==> src/rtl/rv32i_ctrl_pkg.sv <==
`default_nettype none
// ---------------------------------------------------------------------------
// rv32i_ctrl_pkg : state, PC-source and mcause encodings for rv32i_control_ax
// Rev 1.0
// ---------------------------------------------------------------------------
package rv32i_ctrl_pkg;

  typedef enum logic [2:0] {
    S_RESET     = 3'd0,
    S_FETCH     = 3'd1,
    S_DECODE    = 3'd2,
    S_EXECUTE   = 3'd3,
    S_MEM       = 3'd4,
    S_WRITEBACK = 3'd5,
    S_TRAP      = 3'd6,
    S_HALTED    = 3'd7
  } state_t;

  typedef enum logic [1:0] {
    PC4    = 2'd0,
    TARGET = 2'd1,
    TVEC   = 2'd2
  } pc_src_t;

  localparam logic [3:0] INSTR_FAULT = 4'd1;
  localparam logic [3:0] ILLEGAL     = 4'd2;
  localparam logic [3:0] LD_MISALIGN = 4'd4;
  localparam logic [3:0] LD_FAULT    = 4'd5;
  localparam logic [3:0] ST_MISALIGN = 4'd6;
  localparam logic [3:0] ST_FAULT    = 4'd7;

endpackage
`default_nettype wire

==> src/rtl/rv32i_control_ax_timeout.sv <==
`default_nettype none
// ---------------------------------------------------------------------------
// rv32i_axi_timeout : per-access wait counter, flags the last allowed cycle
// Rev 1.0
// ---------------------------------------------------------------------------
module rv32i_axi_timeout #(
  parameter int TIMEOUT_CYCLES = 256,
  parameter int TIMEOUT_W      = 16
) (
  input  logic clk,
  input  logic rst,
  input  logic clr_i,
  input  logic en_i,
  input  logic done_i,
  output logic expired_o
);

  generate
    if (TIMEOUT_CYCLES > 0) begin : g_on
      localparam logic [TIMEOUT_W-1:0] LIMIT = TIMEOUT_W'(TIMEOUT_CYCLES - 1);
      logic [TIMEOUT_W-1:0] count_q;

      always_ff @(posedge clk or posedge rst) begin
        if (rst) begin
          count_q <= '0;
        end else if (clr_i) begin
          count_q <= '0;
        end else if (en_i && !done_i) begin
          count_q <= count_q + TIMEOUT_W'(1);
        end
      end

      assign expired_o = en_i && !done_i && (count_q == LIMIT);
    end else begin : g_off
      logic unused_inputs;
      assign unused_inputs = ^{clk, rst, clr_i, en_i, done_i};
      assign expired_o     = 1'b0;
    end
  endgenerate

endmodule
`default_nettype wire

==> src/rtl/rv32i_control_ax.sv <==
`default_nettype none
// ---------------------------------------------------------------------------
// rv32i_control_ax : multi-cycle RV32I control FSM with per-channel AXI4-Lite tracking
// Rev 1.0
// ---------------------------------------------------------------------------
module rv32i_control_ax
  import rv32i_ctrl_pkg::*;
#(
  parameter int TIMEOUT_CYCLES = 256,
  parameter int TIMEOUT_W      = 16,
  parameter bit EN_MISALIGN    = 1'b1
) (
  input  logic       clk,
  input  logic       rst,
  input  logic       branch_i,
  input  logic       jump_i,
  input  logic       mem_rd_i,
  input  logic       mem_wr_i,
  input  logic       reg_wr_en_i,
  input  logic       illegal_insn_i,
  input  logic       misaligned_i,
  input  logic       branch_taken_i,
  output logic       axi_arvalid_o,
  input  logic       axi_arready_i,
  input  logic       axi_rvalid_i,
  output logic       axi_rready_o,
  input  logic [1:0] axi_rresp_i,
  output logic       axi_awvalid_o,
  input  logic       axi_awready_i,
  output logic       axi_wvalid_o,
  input  logic       axi_wready_i,
  input  logic       axi_bvalid_i,
  output logic       axi_bready_o,
  input  logic [1:0] axi_bresp_i,
  input  logic       dbg_halt_req_i,
  input  logic       dbg_resume_req_i,
  input  logic       dbg_step_req_i,
  output logic       dbg_halted_o,
  output logic       ir_load_o,
  output logic       instr_valid_o,
  output logic       pc_wr_en_o,
  output logic       regfile_wr_en_o,
  output logic       commit_valid_o,
  output logic       trap_valid_o,
  output logic [1:0] pc_src_o,
  output logic [3:0] trap_cause_o,
  output logic       data_access_o
);

  state_t     state_q, state_d;
  logic [3:0] trap_cause_q, cause_d;
  logic       step_pending_q, step_d;
  logic       ar_done_q, aw_done_q, w_done_q;
  pc_src_t    pc_src;

  logic in_fetch, in_mem, ld_acc, st_acc;
  logic ar_hs, r_hs, aw_hs, w_hs, b_hs, final_hs;
  logic enter_acc, expired;

  assign in_fetch = (state_q == S_FETCH);
  assign in_mem   = (state_q == S_MEM);
  assign ld_acc   = in_mem && mem_rd_i;
  assign st_acc   = in_mem && !mem_rd_i;

  // VALIDs are gated by the done flags so nothing is re-offered after its handshake
  assign axi_arvalid_o = (in_fetch || ld_acc) && !ar_done_q;
  assign axi_rready_o  = in_fetch || ld_acc;
  assign axi_awvalid_o = st_acc && !aw_done_q;
  assign axi_wvalid_o  = st_acc && !w_done_q;
  assign axi_bready_o  = st_acc;
  assign data_access_o = in_mem;

  assign ar_hs    = axi_arvalid_o && axi_arready_i;
  assign r_hs     = axi_rready_o && axi_rvalid_i;
  assign aw_hs    = axi_awvalid_o && axi_awready_i;
  assign w_hs     = axi_wvalid_o && axi_wready_i;
  assign b_hs     = axi_bready_o && axi_bvalid_i;
  assign final_hs = r_hs || b_hs;

  assign enter_acc = (state_d != state_q) && ((state_d == S_FETCH) || (state_d == S_MEM));

  rv32i_axi_timeout #(
    .TIMEOUT_CYCLES (TIMEOUT_CYCLES),
    .TIMEOUT_W      (TIMEOUT_W)
  ) u_timeout (
    .clk       (clk),
    .rst       (rst),
    .clr_i     (enter_acc),
    .en_i      (in_fetch || in_mem),
    .done_i    (final_hs),
    .expired_o (expired)
  );

  always_comb begin
    state_d         = state_q;
    cause_d         = trap_cause_q;
    step_d          = step_pending_q;
    ir_load_o       = 1'b0;
    instr_valid_o   = 1'b0;
    pc_wr_en_o      = 1'b0;
    regfile_wr_en_o = 1'b0;
    commit_valid_o  = 1'b0;
    trap_valid_o    = 1'b0;
    dbg_halted_o    = 1'b0;
    pc_src          = PC4;

    case (state_q)
      S_RESET: state_d = S_FETCH;

      S_FETCH: begin
        if (r_hs) begin
          ir_load_o = 1'b1;
          if (axi_rresp_i != 2'b00) begin
            state_d = S_TRAP;
            cause_d = INSTR_FAULT;
          end else begin
            state_d = S_DECODE;
          end
        end else if (dbg_halt_req_i && !ar_done_q && !ar_hs) begin
          state_d = S_HALTED;
        end else if (expired) begin
          state_d = S_TRAP;
          cause_d = INSTR_FAULT;
        end
      end

      S_DECODE: begin
        instr_valid_o = 1'b1;
        if (illegal_insn_i) begin
          state_d = S_TRAP;
          cause_d = ILLEGAL;
        end else begin
          state_d = S_EXECUTE;
        end
      end

      S_EXECUTE: begin
        if (mem_rd_i || mem_wr_i) begin
          if (EN_MISALIGN && misaligned_i) begin
            state_d = S_TRAP;
            cause_d = mem_rd_i ? LD_MISALIGN : ST_MISALIGN;
          end else begin
            state_d = S_MEM;
          end
        end else begin
          state_d = S_WRITEBACK;
        end
      end

      S_MEM: begin
        if (mem_rd_i && r_hs) begin
          state_d = (axi_rresp_i == 2'b00) ? S_WRITEBACK : S_TRAP;
          cause_d = LD_FAULT;
        end else if (!mem_rd_i && b_hs) begin
          state_d = (axi_bresp_i == 2'b00) ? S_WRITEBACK : S_TRAP;
          cause_d = ST_FAULT;
        end else if (expired) begin
          state_d = S_TRAP;
          cause_d = mem_rd_i ? LD_FAULT : ST_FAULT;
        end
      end

      S_WRITEBACK: begin
        commit_valid_o  = 1'b1;
        pc_wr_en_o      = 1'b1;
        regfile_wr_en_o = reg_wr_en_i;
        pc_src          = ((branch_i && branch_taken_i) || jump_i) ? TARGET : PC4;
        state_d         = (dbg_halt_req_i || step_pending_q) ? S_HALTED : S_FETCH;
      end

      S_TRAP: begin
        trap_valid_o = 1'b1;
        pc_wr_en_o   = 1'b1;
        pc_src       = TVEC;
        state_d      = (dbg_halt_req_i || step_pending_q) ? S_HALTED : S_FETCH;
      end

      S_HALTED: begin
        dbg_halted_o = 1'b1;
        if (dbg_step_req_i) begin
          step_d  = 1'b1;
          state_d = S_FETCH;
        end else if (dbg_resume_req_i) begin
          state_d = S_FETCH;
        end
      end

      default: state_d = S_RESET;
    endcase

    // a single step retires one instruction, then the pending flag is spent
    if ((state_d == S_HALTED) && (state_q != S_HALTED)) begin
      step_d = 1'b0;
    end
  end

  assign pc_src_o     = pc_src;
  assign trap_cause_o = trap_cause_q;

  always_ff @(posedge clk or posedge rst) begin
    if (rst) begin
      state_q        <= S_RESET;
      trap_cause_q   <= 4'd0;
      step_pending_q <= 1'b0;
      ar_done_q      <= 1'b0;
      aw_done_q      <= 1'b0;
      w_done_q       <= 1'b0;
    end else begin
      state_q        <= state_d;
      trap_cause_q   <= cause_d;
      step_pending_q <= step_d;
      if (enter_acc) begin
        ar_done_q <= 1'b0;
        aw_done_q <= 1'b0;
        w_done_q  <= 1'b0;
      end else begin
        if (ar_hs) ar_done_q <= 1'b1;
        if (aw_hs) aw_done_q <= 1'b1;
        if (w_hs)  w_done_q  <= 1'b1;
      end
    end
  end

endmodule
`default_nettype wire
==> config.mk <==
export PLATFORM = sky130hd
export DESIGN_NAME = rv32i_control_ax
export DESIGN_NICKNAME = d
export VERILOG_FILES = /design/src/rtl/rv32i_ctrl_pkg.sv /design/src/rtl/rv32i_control_ax_timeout.sv /design/src/rtl/rv32i_control_ax.sv
export SDC_FILE = /design/constraint.sdc
export NUM_CORES = 1
export LEC_CHECK = 0
export BUFFER_PORTS_ARGS = -buffer_cell sky130_fd_sc_hd__clkbuf_2
export CORE_ASPECT_RATIO = 1.25
export CORE_MARGIN = 3
export CORE_UTILIZATION = 50
export CTS_CLUSTER_DIAMETER = 100
export CTS_CLUSTER_SIZE = 14
export DETAILED_ROUTE_END_ITERATION = 6
export PLACE_DENSITY = 0.73
export SLEW_MARGIN = 20
export SYNTH_ARGS = -nofsm -noshare
export SYNTH_HDL_FRONTEND = slang
export SYNTH_SLANG_ARGS = --single-unit
==> constraint.sdc <==
create_clock -name clk -period 6.38 [get_ports clk]
set_clock_uncertainty 0.1 [all_clocks]
set_input_delay 0.638 -clock clk [delete_from_list [all_inputs] [get_ports clk]]
set_output_delay 0.638 -clock clk [all_outputs]
set_load 0.005 [all_outputs]
==> impl_summary.md, run 1 <==
Clock network
In this run the post-CTS setup repair buffer count came out at 0. CTS built an H-tree with a depth of 1. The number of clock sinks seen by CTS is 26. The clock latency of the later-clocked register in the worst-skew pair is 0.32 ns. The count of hold buffers inserted by post-cts repair is 0. The clock-pin transition on the worst setup and hold timing paths is 0.14 ns. Gates resized during post-CTS repair numbered 0. TritonCTS built the clock tree. Counting along the longest clock path gives a buffer depth of 2.

The tree is rooted in a sky130_fd_sc_hd__clkbuf_4. Buffers inserted during clock tree synthesis total 3.

Placement
In this run the tool buffered the top-level ports with 39 buffer cells. After detailed placement, the total cell area comes to 0.00186 sq mm. The global placement routability congestion is 0.887. Summed over all nets, the half-perimeter wirelength after detailed placement is 2920 um.

At the placement stage, the worst setup path has a slack of between 3 and 4 ns.

Floorplanning
The horizontal extent of the die is 57.9 um. The core outline area is a little over 0.003 sq mm. The die outline area is 0.00410 sq mm. The number of cell rows is 22. The initial utilization of the core area, before any placement, comes to 0.545. The die height is between 70 and 80 um.

During I/O placement, the number of pins put on the boundary was 41.

Worst setup path
The largest individual stage delay along the critical path comes from the cell sky130_fd_sc_hd__dfrtp_1. The category of the most critical setup path is reg -> reg. For the worst flop-to-flop path, the logic depth is 7. For this run, the slowest stage of the critical path takes 0.85 ns. Along the worst path, the maximum fanout reaches 23. The setup check on the worst reg-to-reg path leaves a slack of 3.20 ns. The critical path starts at state_q[1]. The destination of the worst register-to-register timing path is u_timeout.g_on.count_q[4]. The kind of start point of the critical path is a flop. The worst register-to-register path begins at state_q[1]. The worst setup path is captured at a flop. Traced cell by cell, the critical path runs through nor4b_1 > a31oi_2 > o21bai_2 > o211a_1 > or3_4 > a21oi_4 > nor2_1. The data required time of the critical path is between 6 and 7 ns.

The arrival time at the worst endpoint is 3.28 ns.

Layout
The area of all placed cells without fillers is 0.00191 sq mm. The number of nets in the finished design is 246. The synthesis-to-layout area growth is 13.6%.

The fraction of layout cells with a size suffix above 1 is 0.279. The total inserted antenna cells is 0.

Run
The max-cap violation count is 0.

STA
The count of final hold-check violations was 0. The number of endpoints failing setup at the final stage is 0. The worst relative slew slack is 0.356. The number of slew-limit violations in the final report came to 0. Static timing analysis puts the maximum clock frequency at 314 MHz. Dividing the final minimum period by the clock period gives 0.499. Counting I/O delays and the setup requirement, the final critical path takes 3.18 ns.

The worst path meets setup with between 3 and 4 ns of slack. At the pin with the least slew margin, the transition time is 0.965 ns. Setup repair after global routing left no endpoint under its margin. On the final layout, the worst hold slack is 0.393 ns.

The final setup TNS is 0 ns.

Logic synthesis
After synthesis the netlist holds a flip-flop and latch count of 26. The number of nets in the synthesized netlist is 210. The cell area after technology mapping is 0.00168 sq mm. The number of enable-type register cells in the synthesized netlist is 0.

The post-synthesis adder-cell area fraction is 0.00745. The share of synthesized area in the top cell type comes to 0.387. The synthesized area per cell is 8.99 sq um. Of all cell types, the one taking the most synthesized area is sky130_fd_sc_hd__dfrtp_1. Synthesis produced around 190 cells.

By count the netlist is led by 26 x sky130_fd_sc_hd__dfrtp_1, 26 x sky130_fd_sc_hd__nor2_1, 15 x sky130_fd_sc_hd__nand2_1. Of the total synthesized cell area, the portion taken by XOR and XNOR cells is 0.0834. The number of distinct library cells after synthesis is 55.

The combinational family with the most area after synthesis is simple AND/OR/NAND/NOR gates. The primary flip-flop cell chosen by synthesis mapping is sky130_fd_sc_hd__dfrtp_1. By area the synthesized netlist is led by sky130_fd_sc_hd__dfrtp_1 39%, sky130_fd_sc_hd__nor2_1 5.8%, sky130_fd_sc_hd__xor2_1 5.2%. For this run, the register share of the synthesized area comes to 0.387. The multiplexer share of the synthesized area is 0.0194. The area fraction in and, or, nand and nor cells after synthesis is 0.288. During synthesis, Yosys emitted a total of 0 warnings. Counting flops with an async set or reset pin after synthesis yields a share of 1.00. The compound-gate portion of the synthesized area came to 0.158.

Power
Summing internal, switching and leakage power gives 765 uW. IR analysis of the VDD net gives a maximum drop of 0.000271 V. In this run the power density over the cells is 401 mW/mm^2. In this run the static leakage power is 0.000917 uW.

Routing
The detailed router placed 1493 vias in this run. The detailed-router iteration count before antenna repair is 4. After detailed routing, the average wire length per cell comes to ~15 um.

Dividing the detail-routed via count by the number of cells gives 5.79. Once detail routing completed, the nets flagged for antenna violations numbered 0. The remaining design rule violation count is 0. The final layout contains routed wiring with a total length of about 3800 um. The first routing iteration left 65 violations.

Global route
The number of global-route vias before repair came to 1453. The maximum number of pins on one net before global-route repair is 27. Global routing finished with a remaining overflow of 0. The overall track demand over capacity in global routing is 0.191.

The first global-routing pass estimated approximately 6300 um of wire. The number of antenna violations at the first check in global routing came to 0.

Worst hold path
The worst min-delay path category is in -> async.

Status
The flow ran to the end, and the final reports show no timing, DRC or antenna violations.
-- critical path: cells and delay by family (launching register included) --
kind | cells | cell delay (ns)
compound gates | 4 | 1.38
flops | 1 | 0.85
simple gates | 3 | 0.72
-- cells by family after synthesis --
family | count (synthesis)
AOI/OAI and AO/OA | 36
buffers and inverters | 15
xor gates and xnor gates | 16
and+or+nand+nor | 89
DFF | 26
muxes | 3
adders and majority gates | 1
other | 1
-- where the power goes --
group          switching, uW  total [uW]  internal (uW)
Combinational            220         385            165
Clock                   48.1         112           63.5
Sequential              69.1         268            199
-- state kept, by name, summed over array words and instances (netlist names) --
| name | cells |
|---|---|
| ar_done_q | 1 |
| u_timeout.g_on.count_q | 16 |
| state_q | 3 |
| aw_done_q | 1 |
| step_pending_q | 1 |
| trap_cause_o | 3 |
| w_done_q | 1 |
-- worst max-delay path by stage --
stage | endpoint | cells past startpoint | slack (ns)
final | u_timeout.g_on.count_q[4] | 7 | 3.20
after global routing | u_timeout.g_on.count_q[3] | 7 | 2.95
after floorplan | u_timeout.g_on.count_q[10] | 8 | 3.83
after detailed placement | u_timeout.g_on.count_q[4] | 7 | 3.19
after CTS | u_timeout.g_on.count_q[4] | 7 | 3.18
after global placement | u_timeout.g_on.count_q[5] | 8 | 3.23
-- cell usage in the layout, fill, tap and decap left out, types with 2 or more instances in the layout --
master / n
sky130_fd_sc_hd__nor2_1: 26
sky130_fd_sc_hd__a31oi_1: 3
sky130_fd_sc_hd__nand3_1: 2
sky130_fd_sc_hd__nor2b_1: 2
sky130_fd_sc_hd__o21ai_0: 5
sky130_fd_sc_hd__nor3b_1: 2
sky130_fd_sc_hd__a21oi_1: 8
sky130_fd_sc_hd__nor2_2: 10
sky130_fd_sc_hd__and3_1: 5
sky130_fd_sc_hd__clkbuf_4: 3
sky130_fd_sc_hd__xor2_1: 10
sky130_fd_sc_hd__clkbuf_2: 39
sky130_fd_sc_hd__nand2_1: 15
sky130_fd_sc_hd__mux2_2: 2
sky130_fd_sc_hd__nor4bb_1: 2
sky130_fd_sc_hd__dfrtp_1: 26
sky130_fd_sc_hd__xnor2_1: 6
sky130_fd_sc_hd__nand2b_1: 5
sky130_fd_sc_hd__nand4_1: 3
sky130_fd_sc_hd__o211a_1: 2
sky130_fd_sc_hd__nor3_1: 4
sky130_fd_sc_hd__nor4_1: 3
sky130_fd_sc_hd__o22ai_1: 2
sky130_fd_sc_hd__or2_2: 2
sky130_fd_sc_hd__inv_1: 7
-- routing by layer --
layer | track usage | part of all wire | up-vias | wire, um
met4 | 0.0670 | 0.022 | 0 | 82
met1 | 0.215 | 0.38 | 726 | 1430
met5 | 0 | 0 | - | 0
met3 | 0.0219 | 0.047 | 9 | 179
li1 | - | - | 726 | -
met2 | 0.361 | 0.55 | 32 | 2090
-- through the flow --
step	utilization	cells
3_5_place_dp	0.602	254
5_1_grt	0.619	258
6_report	0.619	258
2_1_floorplan	-	187
3_3_place_gp	0.602	254
4_1_cts	0.619	258
-- final cells by class --
cell class / count / area, sq um
tap: 36 / 45.0
sequential: 26 / 651
fill: 285 / 1170
inverter: 7 / 26.3
clock inverter: 1 / 30.0
clock buffer: 3 / 22.5
multi-input combinational: 146 / 938
timing repair buffer: 39 / 195
Power figures use the tool's default switching activity.
==> inputs of run 2 (changes only) <==
- clock period: 6.38 -> 3.2 ns (I/O delays scaled with it)
==> run 2 against run 1 <==
Against the previous run: clock-buffer cell count rose by 1; first-iteration DRC count is 12% higher; fmax increased by 11%; sequential share of layout area down 0.11 points; combinational power is 110% higher; via count shrank 0.74%; final area is 0.33% higher; critical path depth grew 1; power up 95%; clock power up 45%; setup slack lost 2.9 ns; register-to-register slack worse by 2.9 ns; largest cell class unchanged; largest power group unchanged.
==> impl_summary.md, run 2 (synthesis results as in run 1) <==
Layout
The total inserted antenna cells was 0 (unchanged). The number of nets in the finished design is 249 (was 246). The synthesis-to-layout area growth is 13.9% (was 13.6%). The post-route non-filler standard cell count is 261 (was 258). The register containing the most flip-flops in the final layout is u_timeout.g_on.count_q (unchanged). The fraction of layout cells with a size suffix above 1 was 0.289 (was 0.279). Highest-count cells in the layout ignoring fill and taps: 39 x sky130_fd_sc_hd__clkbuf_2, 26 x sky130_fd_sc_hd__nor2_1, 26 x sky130_fd_sc_hd__dfrtp_1 (unchanged).

The most common cell after layout, fill and taps aside was sky130_fd_sc_hd__clkbuf_2 (unchanged). The number of flip-flops under the largest register name is 16 (unchanged). The number of fill cells in the layout is 285 (unchanged).

Power
The peak ir drop on the vdd network is 0.000414 V (was 0.000271 V). The leakage dissipation is 0.000925 uW (was 0.000917 uW). The power density over cell area is 779 mW/mm^2 (was 401 mW/mm^2).

STA
The final period utilization is 0.895 (was 0.499). The final setup TNS is 0 ns (unchanged). Unrepaired setup endpoints after global routing: no (unchanged). The final worst-path setup slack was 0.337 ns (was 3.20 ns). The number of endpoints failing setup at the final stage came to 0 (unchanged). The time the final worst path needs with I/O delays and setup is 2.86 ns (was 3.18 ns). The number of slew-limit violations in the final report was 0 (unchanged). The slew at the pin with the worst max-slew slack came to 0.966 ns (was 0.965 ns). The timing-limited maximum frequency is 349 MHz (was 314 MHz).

The count of final hold-check violations is 0 (unchanged). The worst relative slew slack is 0.355 (was 0.356).

Floorplanning
The number of ports placed on the die boundary came to 41 (unchanged). The number of cell rows was 22 (unchanged). The horizontal extent of the die came to 57.9 um (unchanged). The core outline area was 0.00308 sq mm (unchanged). The starting density of the core came to 0.545 (unchanged). The die outline area is 0.00410 sq mm (unchanged). The die height is 70.8 um (unchanged).

Clock network
The clock latency of the later-clocked register in the worst-skew pair is 0.31 ns (was 0.32 ns). The number of clock sinks seen by CTS is 26 (unchanged). The clock root buffer is sky130_fd_sc_hd__clkbuf_4 (unchanged).

The number of post-CTS setup repair buffers is 0 (unchanged). The count of hold buffers inserted by post-cts repair is 0 (unchanged). The clock-pin transition on the worst setup and hold timing paths is 0.13 ns (was 0.14 ns). The post-CTS resize count is 0 (unchanged). The TritonCTS clock tree is yes (unchanged). The number of H-tree branching levels is 1 (unchanged). The number of buffers added by the clock tree synthesis step is 3 (unchanged). The deepest clock path buffer count is 2 (unchanged).

Routing
The via count normalized by instance count is 5.68 (was 5.79). The remaining design rule violation count is 0 (unchanged). The detailed-router iteration count before antenna repair came to 4 (unchanged).

The count of nets left with antenna violations after detail routing is 0 (unchanged). The total via count in the routed design is 1482 (was 1493). The violation count after the first detailed-routing iteration is 73 (was 65). The overall routed net length is 3690 um (was 3790 um). The average wire per standard cell is 14.1 um (was 14.7 um).

Placement
The number of I/O port buffers is 39 (unchanged). The worst setup timing slack at the placement stage was 0.354 ns (was 3.19 ns). The sum of net half-perimeters after detailed placement is 2910 um (was 2920 um). The number of cells in the design after placement came to 257 (was 254). The global placement routability congestion is 0.847 (was 0.887).

Worst setup path
The sum of buffers and inverters on the critical path was 1 (was 0). The element type at the critical path end is a flop (unchanged). The launching point of the worst reg2reg path is state_q[2] (was state_q[1]).

The launch point of the worst path is state_q[2] (was state_q[1]). The data required time of the critical path is 3.31 ns (was 6.48 ns). The kind of start point of the critical path is a flop (unchanged). The largest fanout on the critical path is 19 (was 23).

The arrival time at the worst endpoint is 2.97 ns (was 3.28 ns). The largest stage delay on the critical path is 0.62 ns (was 0.85 ns). The standard cell with the maximum stage delay on the critical path is sky130_fd_sc_hd__a2111oi_1 (was sky130_fd_sc_hd__dfrtp_1).

Critical-path cell list: nor4bb_1 > a2111oi_1 > o21ai_1 > o211a_1 > or3_4 > a21oi_4 > buf_4 > nor2_1 (was nor4b_1 > a31oi_2 > o21bai_2 > o211a_1 > or3_4 > a21oi_4 > nor2_1). The category of the most critical setup path is reg -> reg (unchanged). The largest delay contributor family on the critical path is compound AO/OA/AOI/OAI gates (unchanged).

Worst hold path
The worst min-delay path category is in -> async (unchanged).

Global route
The number of global-route vias before repair was 1461 (was 1453). The number of antenna violations at the first check in global routing was 0 (unchanged). The maximum number of pins on one net before global-route repair was 27 (unchanged). The overall track demand over capacity in global routing is 0.189 (was 0.191). The first-pass GRT wire length came to 6250 um (was 6320 um). The overflow left after global routing is 0 (unchanged).

Run
The max-cap violation count came to 0 (unchanged).

Status
Status: finished, final reports clean (unchanged).
## run 2: report_power, final
| part | leakage, uW | switching, uW | total, uW | internal, uW |
|---|---|---|---|---|
| Clock | 0.0000210 | 92.2 | 162 | 69.5 |
| Sequential | 0.000345 | 108 | 506 | 398 |
| Combinational | 0.000559 | 464 | 823 | 360 |
## run 2: area by class of cell
class | instances | area (sq um) | area share
clock buffer | 4 | 36.3 | 0.0190
inverter | 7 | 26.3 | 0.0137
multi-input combinational | 146 | 938 | 0.490
sequential | 26 | 651 | 0.340
tap | 36 | 45.0 | 0.0235
timing repair buffer | 42 | 218 | 0.114
## run 2: routing by layer
layer  wire length, um  GRT usage
met5                 0          0
met4                56     0.0747
met3               156     0.0201
met2              1960      0.338
met1              1520      0.227
## run 2: final timing paths
| kind | depth (start not counted) | slack (ns) | to |
|---|---|---|---|
| worst max register to register | 8 | 0.34 | u_timeout.g_on.count_q[4] |
| worst max-delay path | 8 | 0.34 | u_timeout.g_on.count_q[4] |
| max in group asynchronous | 2 | 2.33 | trap_cause_o[2] |
| min in group clk | 3 | 0.14 | aw_done_q |
| worst min-delay path | 2 | 0.08 | u_timeout.g_on.count_q[10] |
| worst min register to register | 2 | 0.42 | aw_done_q |
## run 2: per-stage QoR
step           cell area, sq um   util  power (uW)  hold slack, ns
2_1_floorplan              1680      -        1150           0.260
3_3_place_gp               1880  0.609        1320           0.374
4_1_cts                    1910  0.621        1500           0.120
5_1_grt                    1910  0.621        1610           0.148
6_report                   1910  0.621        1490          0.0834
3_5_place_dp               1880  0.609        1340           0.388
==> inputs of run 3 (changes only) <==
- CORE_ASPECT_RATIO: 1.25 -> not set
- CORE_MARGIN: 3 -> not set
- SLEW_MARGIN: 20 -> not set
==> run 3 against run 2 <==
Against the previous run: routed wire length down 1.2%; setup slack worse by 0.012 ns; via count up 1.3%; critical endpoint is now u_timeout.g_on.count_q[7]; clock-buffer cell count unchanged; non-clock buffer count unchanged; combinational power about the same; register-to-register slack about the same; die area down 12%.
==> impl_summary.md, run 3 (synthesis results as in run 1) <==
Routing
The count of nets left with antenna violations after detail routing came to 0 (unchanged). The violation count after the first detailed-routing iteration is 156 (was 73). The average wire per standard cell was 13.6 um (was 14.1 um).

The detailed-router iteration count before antenna repair is 4 (unchanged). The remaining design rule violation count is 0 (unchanged). The overall routed net length is 3650 um (was 3690 um).

The total via count in the routed design is 1502 (was 1482). The via count normalized by instance count is 5.58 (was 5.68).

Global route
The overall track demand over capacity in global routing was 0.220 (was 0.189). The number of antenna violations at the first check in global routing is 0 (unchanged). The number of global-route vias before repair came to 1377 (was 1461). The maximum number of pins on one net before global-route repair is 27 (unchanged). The first-pass GRT wire length was 5910 um (was 6250 um). The overflow left after global routing came to 0 (unchanged).

Worst setup path
The arrival time at the worst endpoint is 2.99 ns (was 2.97 ns). The worst-case register-to-register setup slack is 0.32 ns (was 0.34 ns). The kind of start point of the critical path is a flop (unchanged).

The category of the most critical setup path is reg -> reg (unchanged). The path depth of the worst reg2reg path is 8 (unchanged). The largest fanout on the critical path is 19 (unchanged). The destination of the worst register-to-register timing path is u_timeout.g_on.count_q[7] (was u_timeout.g_on.count_q[4]). The data required time of the critical path came to 3.31 ns (about the same). The launching point of the worst reg2reg path is state_q[2] (unchanged). The worst setup path endpoint is u_timeout.g_on.count_q[7] (was u_timeout.g_on.count_q[4]). The launch point of the worst path is state_q[2] (unchanged). The element type at the critical path end is a flop (unchanged).

Layout
The total inserted antenna cells is 0 (unchanged). The area taken by multi-input logic gates is 938 sq um (unchanged). The number of fill cells in the layout is 270 (was 285).

The most common cell after layout, fill and taps aside is sky130_fd_sc_hd__clkbuf_2 (unchanged). The synthesis-to-layout area growth came to 14.5% (was 13.9%). The area of all sequential standard cells came to 651 sq um (unchanged). The register containing the most flip-flops in the final layout is u_timeout.g_on.count_q (unchanged). The number of nets in the finished design is 249 (unchanged).

Highest-count cells in the layout ignoring fill and taps: 39 x sky130_fd_sc_hd__clkbuf_2, 26 x sky130_fd_sc_hd__nor2_1, 26 x sky130_fd_sc_hd__dfrtp_1 (unchanged). The number of flip-flops under the largest register name is 16 (unchanged). The fraction of layout cells with a size suffix above 1 is 0.289 (unchanged).

Clock network
The number of clock sinks seen by CTS came to 26 (unchanged). The number of H-tree branching levels came to 1 (unchanged). The number of buffers added by the clock tree synthesis step is 3 (unchanged). The clock root buffer is sky130_fd_sc_hd__clkbuf_4 (unchanged). The clock-pin transition on the worst setup and hold timing paths is 0.14 ns (was 0.13 ns). The clock latency of the later-clocked register in the worst-skew pair is 0.32 ns (was 0.31 ns). The TritonCTS clock tree is yes (unchanged). The count of hold buffers inserted by post-cts repair is 0 (unchanged). The post-CTS resize count is 0 (unchanged). The deepest clock path buffer count is 2 (unchanged). The number of post-CTS setup repair buffers is 0 (unchanged).

STA
Unrepaired setup endpoints after global routing: no (unchanged). The slew at the pin with the worst max-slew slack came to 0.971 ns (was 0.966 ns). The final period utilization came to 0.899 (was 0.895). The timing-limited maximum frequency is 348 MHz (was 349 MHz).

The final worst-path setup slack is 0.325 ns (was 0.337 ns). The number of endpoints failing setup at the final stage is 0 (unchanged). The number of slew-limit violations in the final report was 0 (unchanged). The final setup TNS was 0 ns (unchanged). The count of final hold-check violations is 0 (unchanged). The time the final worst path needs with I/O delays and setup is 2.88 ns (was 2.86 ns). The worst relative slew slack is 0.352 (was 0.355).

Floorplanning
The die height is 60.0 um (was 70.8 um). The starting density of the core is 0.537 (was 0.545). The core outline area came to 0.00313 sq mm (was 0.00308 sq mm).

The horizontal extent of the die is 60.0 um (was 57.9 um). The die outline area came to 0.00360 sq mm (was 0.00410 sq mm). The number of ports placed on the die boundary is 41 (unchanged). The number of cell rows was 20 (was 22).

Power
The leakage dissipation is 0.000925 uW (about the same). The power density over cell area is 781 mW/mm^2 (was 779 mW/mm^2). The peak ir drop on the vdd network came to 0.000344 V (was 0.000414 V).

Placement
The sum of net half-perimeters after detailed placement is 2800 um (was 2910 um). The number of I/O port buffers is 39 (unchanged). The worst setup timing slack at the placement stage is 0.369 ns (was 0.354 ns).

The global placement routability congestion is 0.893 (was 0.847).

Run
The max-cap violation count is 0 (unchanged).

Worst hold path
The worst min-delay path category is in -> async (unchanged).

Status
Status: finished, final reports clean (unchanged).
## run 3: cell counts in the layout (fill, tap and decap cells not counted)
No cell type changed its count.
## run 3: layer usage
layer | routed length (um) | track usage
met5 | 0 | 0
met4 | 39 | 0.0797
met3 | 165 | 0.0303
met2 | 1850 | 0.397
met1 | 1590 | 0.263
## run 3: area by class of cell
type,count,share of cell area
well taps,44,0.0286
multi-input cells,146,0.488
flip-flops and latches,26,0.338
repair buffers,42,0.113
inverters,7,0.0137
clock buffers,4,0.0189
## run 3: report_power, final
part	internal, uW	total [uW]	switching, uW
Clock	69.5	166	96.0
Sequential	398	515	117
Combinational	359	822	463
## run 3: through the flow
stage	hold slack [ns]	total power, uW	cell area [sq um]	cells	util
after floorplan	0.260	1150	1680	187	-
after global placement	0.384	1310	1890	265	0.604
after detailed placement	0.392	1340	1890	265	0.604
after CTS	0.119	1510	1920	269	0.615
after global routing	0.136	1630	1920	269	0.615
final	0.0835	1500	1920	269	0.615
## run 3: worst max-delay path, cell delays in order, from the launching register on
cell and delay, ns:
sky130_fd_sc_hd__dfrtp_1 0.59, sky130_fd_sc_hd__nor4bb_1 0.24, sky130_fd_sc_hd__a2111oi_1 0.65, sky130_fd_sc_hd__o21ai_1 0.15, sky130_fd_sc_hd__o211a_1 0.17, sky130_fd_sc_hd__or3_4 0.35
sky130_fd_sc_hd__a21oi_4 0.15, sky130_fd_sc_hd__buf_4 0.28, sky130_fd_sc_hd__nor2_1 0.10
## run 3: how the worst min path moves through the flow
stage	to	startpoint
floorplan	ar_done_q	rst
global placement	w_done_q	w_done_q
detailed placement	w_done_q	w_done_q
CTS	u_timeout.g_on.count_q[8]	rst
global route	aw_done_q	axi_awready_i
finish	u_timeout.g_on.count_q[8]	rst
